==> src/rtl/hex_disp_pkg.sv <==
// hex_disp_pkg: shared types and helpers for the hex display arbiter.
package hex_disp_pkg;
  typedef enum logic {IDLE, SHOW} state_e;
  localparam int DISP_W = 12;
  function automatic logic [2:0] mod_inc(input logic [2:0] v, input int n);
    return (int'(v) >= n - 1) ? 3'd0 : v + 3'd1;
  endfunction
endpackage

==> src/rtl/rr_pick.sv <==
// rr_pick: combinational round-robin picker, search starts one past last_grant.
module rr_pick
  import hex_disp_pkg::*;
#(
  parameter int N_REQ = 4
) (
  input  logic [N_REQ-1:0] req_valid,
  input  logic [2:0]       last_grant,
  output logic             any_valid,
  output logic [2:0]       winner
);
  logic [7:0] v;
  logic [2:0] c;
  logic       found;
  always_comb begin
    v = 8'(req_valid);
    winner = '0;
    found = 1'b0;
    c = mod_inc(last_grant, N_REQ);
    for (int k = 0; k < N_REQ; k++) begin
      if (!found && v[c]) begin
        winner = c;
        found = 1'b1;
      end
      c = mod_inc(c, N_REQ);
    end
  end
  assign any_valid = |req_valid;
endmodule

==> src/rtl/hex_display_arbiter.sv <==
// hex_display_arbiter: round-robin sharing of the 3-digit hex display,
// each granted value held for HOLD_CYCLES before the next grant.
module hex_display_arbiter
  import hex_disp_pkg::*;
#(
  parameter int N_REQ       = 4,
  parameter int HOLD_CYCLES = 50_000_000
) (
  input  logic                    CLK,
  input  logic                    RST_N,
  input  logic [N_REQ-1:0]        req_valid,
  input  logic [N_REQ*DISP_W-1:0] req_data,
  output logic [N_REQ-1:0]        req_ready,
  output logic [DISP_W-1:0]       byte_data_send,
  output logic [2:0]              src_idx,
  output logic                    busy
);
  localparam int CW = $clog2(HOLD_CYCLES + 1);
  state_e              state_q;
  logic [CW-1:0]       cnt_q;
  logic [DISP_W-1:0]   data_q, data_d;
  logic [2:0]          idx_q, last_q, winner;
  logic [N_REQ-1:0]    ready_q;
  logic                any_valid, grant;
  rr_pick #(.N_REQ(N_REQ)) u_pick (
    .req_valid (req_valid),
    .last_grant(last_q),
    .any_valid (any_valid),
    .winner    (winner)
  );
  // Expiry and a fresh grant share one edge, so back-to-back grants never pass through IDLE.
  assign grant  = any_valid && (state_q == IDLE || cnt_q == '0);
  assign data_d = req_data[int'(winner)*DISP_W +: DISP_W];
  always_ff @(posedge CLK or negedge RST_N) begin
    if (!RST_N) begin
      state_q <= IDLE;
      cnt_q   <= '0;
      data_q  <= '0;
      idx_q   <= '0;
      last_q  <= 3'(N_REQ - 1);
      ready_q <= '0;
    end else begin
      ready_q <= '0;
      if (grant) begin
        state_q <= SHOW;
        cnt_q   <= CW'(HOLD_CYCLES - 1);
        data_q  <= data_d;
        idx_q   <= winner;
        last_q  <= winner;
        ready_q <= N_REQ'(1) << winner;
      end else if (state_q == SHOW) begin
        if (cnt_q == '0) state_q <= IDLE;
        else cnt_q <= cnt_q - 1'b1;
      end
    end
  end
  assign req_ready      = ready_q;
  assign byte_data_send = data_q;
  assign src_idx        = idx_q;
  assign busy           = (state_q == SHOW);
endmodule

==> config.mk <==
export PLATFORM = sky130hd
export DESIGN_NAME = hex_display_arbiter
export DESIGN_NICKNAME = d
export VERILOG_FILES = /design/src/rtl/hex_disp_pkg.sv /design/src/rtl/rr_pick.sv /design/src/rtl/hex_display_arbiter.sv
export SDC_FILE = /design/constraint.sdc
export NUM_CORES = 1
export LEC_CHECK = 0
export CORE_ASPECT_RATIO = 1.5
export CORE_MARGIN = 2
export CORE_UTILIZATION = 50
export CTS_CLUSTER_SIZE = 24
export DETAILED_ROUTE_END_ITERATION = 10
export HOLD_SLACK_MARGIN = 0.08
export PLACE_DENSITY = 0.81
export SYNTH_ARGS = -nofsm -noshare
export SYNTH_HDL_FRONTEND = slang
export SYNTH_SLANG_ARGS = --single-unit
==> constraint.sdc <==
create_clock -name CLK -period 5.6 [get_ports CLK]
set_input_delay 1.68 -clock CLK [delete_from_list [all_inputs] [get_ports CLK]]
set_output_delay 1.68 -clock CLK [all_outputs]
set_load 0.03 [all_outputs]
==> results by stage <==
Floorplan:
- The overall die area is 0.00651 mm2.
- The core region is 0.00574 mm2.
- The number of ports placed on the die boundary is 74.
- From left edge to right edge, the die measures 66.6 um.
- For this configuration, the core starts out at a cell density of 51.1%.
- Measured along the y axis, the die boundary spans 97.8 um.
- After floorplanning, the core was divided into 34 placement rows.

Pwr:
- For this design the ratio of total power to cell area is 312 mW/mm2.
- The total power consumption of the routed design is 1.19 mW.
- The worst-case IR drop observed on VDD is 0.209 mV.
- The static leakage is 1.47 nW.

Place:
- The area after detailed placement is 0.00367 mm2.
- Once detailed placement completed, the half-perimeter wirelength came to 5600 um.
- The number of I/O port buffers is 73.
- The final estimated routing congestion in global placement is 0.915.

STA:
- The number of endpoints with negative hold slack in the final report is 0.
- The pin slew with the least headroom to its limit is 1.08 ns.
- The final number of setup-violating endpoints is 0.
- The worst path uses 92.4% of the clock period.
- The setup clock skew after layout is 0.0119 ns.
- The worst-case hold slack is 0.481 ns.
- Headroom to the max-slew limit came out at 28.2%.
- Adding up every negative setup slack in the final design gives 0 ns.
- The maximum clock frequency is 193 MHz.
- Setup repair after global routing left no endpoint under its margin.
- The worst path in the final design needs a cycle of 5.18 ns, including I/O delays and setup.
- The number of slew-limit violations in the final report came to 0.

Hold path:
- The cell depth of the worst min-delay path is 1.
- The min-delay analysis places its worst path in the category register to register.
- In this run the most critical hold path is launched from cnt_q[19].
- For hold timing, the worst endpoint is cnt_q[19].

Route:
- The first TritonRoute pass finished after 4 iterations.
- After detailed routing, the average wire length per cell comes to 16.6 um.
- The total via count in the routed design is 2640.
- The number of nets with antenna violations after routing is 0.
- The total DRC errors in the routed layout is 0.
- Summed over all layers, the routed wires come to 7400 um.
- The iteration-0 DRC count of the detailed router is 101.
- After detailed routing, the number of vias per cell comes to 5.92.

Critical path:
- The type of the worst setup path is register to register.
- The worst reg-to-reg setup slack is 0.42 ns.
- The critical path data arrival time is 5.32 ns.
- For this run, the slowest stage of the critical path takes 0.65 ns.
- The timing startpoint of the critical path is last_q[0].
- The capture point of the worst reg-to-reg path is byte_data_send[3].
- The critical-path maximum fanout is 15.
- The startpoint kind of the worst setup timing path is a register.
- The startpoint identified for the worst register-to-register timing path is last_q[0].
- The signal on the critical path passes through ha_1 > ha_1 > a2111oi_4 > inv_1 > ha_1 > nor4b_1 > ha_1 > ha_1 > or3_1 > ha_1 > and4b_1 > o31ai_1 > nand2_1 > a211oi_1 > a211oi_1.
- On the critical path, the stage with the largest delay is an instance of dfstp_2.
- The kind of end point of the critical path is a register.
- The most numerous cell type found on the critical path is ha_1.
- The required time of the worst setup path is 5.74 ns.
- The length in cells of the worst reg-to-reg path is 15.

CTS:
- The count of instances resized after the clock tree is built is 0.
- The H-tree generated during clock tree synthesis spans 2 levels.
- The clock-pin slew on the worst setup and hold paths is 0.10 ns.
- In this run, post-CTS hold repair placed 0 buffers.
- The count of buffers added by post-CTS timing repair for setup is 0.
- TritonCTS built the clock tree.
- The cell sitting at the root of the clock tree is a clkbuf_8.
- Counting along the longest clock path gives a buffer depth of 2.
- The number of buffers created by CTS is 5.
- The number of clock sinks is 48.
- For the worst-skew pair, the clock arrives at the later sink with an insertion delay of 0.31 ns.

Final layout:
- Of the cells placed in the final design, the portion with a size suffix greater than 1 is 6.95%.
- The final non-filler cell area is 0.00381 mm2.
- The relative area change from synthesis to final layout is 29.9%.
- 0 antenna diodes ended up in the layout.
- The core occupancy in the finished layout is 66.4%.
- Fill cells in the final layout number 470.
- The net count of the finished layout is 437.

Synth:
- Of the total synthesized cell area, the portion taken by XOR and XNOR cells is 0.895%.
- The number of enable flip-flop cells after synthesis is 0.
- The multiplexer fraction of the synthesized cell area is 7.20%.
- The basic-gate share of the synthesized area counting and, or, nand and nor cells is 19.4%.
- In this run, synthesis produced a sequential element count of 48.
- The register area share after synthesis is 41.0%.
- The cell type contributing the most total cell area after synthesis is dfrtp_1.
- After Yosys synthesis, full adders, half adders and majority gates account for 4.26% of the synthesized area.
- The synthesized design devotes to its leading area cell type 39.2% of total area.
- For this run, the leading register cell type out of synthesis is dfrtp_1.
- In this run, distinct cell masters in the synthesized netlist total 53.
- The share of the synthesized area in compound gates (AO/OA/AOI/OAI) is 22.8%.
- The gate count after technology mapping is 305.
- Yosys printed 0 warnings.
- The total nets after synthesis is 369.
- The mean post-synth cell area is 9.62 um2.
- For this run, asynchronously set or reset flops after synthesis account for 100%.
- Sorting the synthesized cells by area gives the leading types as dfrtp_1 (39%), a211oi_1 (7.2%), mux2i_1 (6.8%).
- The post-synthesis instance area is 0.00294 mm2.
- By area, the combinational part of the netlist is dominated by compound AO/OA/AOI/OAI gates.

Global routing:
- The via count of the first global-routing pass is 2690.
- Global routing used 24.2% of the available tracks across all layers.
- The first global-routing pass estimated 12100 um of wire.
- The maximum number of pins on one net before global-route repair is 49.
- The number of antenna violations at the first check in global routing is 0.
- Summed over all layers, the global routing overflow is 0.

Job:
- The number of maximum-capacitance violations is 0.

Outcome:
- The run finished with clean final reports.
through the flow:
| step | instances | setup slack, ns |
|---|---|---|
| 2_1_floorplan | 305 | 0.949 |
| 3_5_place_dp | 438 | 0.0876 |
| 3_3_place_gp | 438 | 0.331 |
| 5_1_grt | 446 | 0.0498 |
| 6_report | 446 | 0.424 |
| 4_1_cts | 446 | 0.0657 |
per-layer routing:
metal  GRT usage, %  wire length (um)  vias to the layer above
li1               -                 -                     1291
met3           4.15               234                       16
met2           45.6              4200                       64
met5              0                 0                        -
met1           25.2              2740                     1269
met4           10.4               222                        0
Yosys cell counts (4+ instances only):
library cell,n
a21boi_0,13
a211oi_1,28
a31oi_1,4
clkbuf_1,8
o21ai_0,6
nor4_1,7
nand2b_1,6
buf_6,5
o21a_1,4
inv_1,9
dfrtp_1,46
or3_1,4
ha_1,10
nor3_1,19
a21oi_1,18
mux2i_1,20
nor2_1,32
nand2_1,14
cell type report:
type | count | area, um2 | share of cell area [%]
Tap cell | 72 | 90.1 | 2.36
Inverter | 9 | 33.8 | 0.886
Sequential cell | 48 | 1200 | 31.6
Multi-Input combinational cell | 233 | 1600 | 42.0
Timing Repair Buffer | 76 | 748 | 19.6
Clock inverter | 3 | 68.8 | 1.80
Clock buffer | 5 | 68.8 | 1.80
power by group:
group,switching (mW),internal (mW),total (mW)
logic,0.238,0.207,0.446
registers,0.0462,0.394,0.440
clock network,0.125,0.180,0.305
total,0.410,0.781,1.19
registers in the layout, summed over array words and instances, names as in the netlist:
name and cells:
last_q 2, src_idx 3, req_ready 4, cnt_q 26, busy 1, byte_data_send 12
layout by cell type, fill, tap and decap left out, drive strengths merged, types with 2 or more instances in the layout:
master	instances
a2111oi	2
o211ai	2
and2	2
nor2	33
nand2	14
a31oi	4
nor3	19
o21a	4
dfstp	2
or2	2
nand4	2
or4	4
a21oi	18
dfrtp	46
o311ai	3
clkbuf	5
a211oi	28
clkdlybuf4s50	72
nand3	3
nor4b	2
xnor2	3
o31ai	3
inv	10
nor3b	3
buf	4
o21ai	6
nor4	7
ha	10
and3	2
or3	4
bufinv	2
a21boi	14
mux2i	20
nand2b	6
cell families after synthesis:
| family | count (synthesis) |
|---|---|
| AOI/OAI and AO/OA | 92 |
| buffers and inverters | 24 |
| muxes | 21 |
| adders and majority gates | 10 |
| DFF | 48 |
| xor gates and xnor gates | 3 |
| and+or+nand+nor | 107 |
worst max-delay path by stage:
stage | end | slack (ns) | cells past startpoint
after global placement | byte_data_send[7] | 0.33 | 17
after floorplan | byte_data_send[4] | 0.95 | 19
after CTS | byte_data_send[8] | 0.07 | 17
after global routing | byte_data_send[5] | 0.05 | 15
after detailed placement | byte_data_send[8] | 0.09 | 17
final | byte_data_send[3] | 0.42 | 15
critical path, delay by kind of cell, from the launching register on:
kind,cells,cell delay [ns]
adders and majority gates,6,1.48
and+or+nand+nor,4,1.43
AOI/OAI and AO/OA,4,1.35
DFF,1,0.65
buffers and inverters,1,0.09
Note: power is estimated with default switching activity, not from simulation.
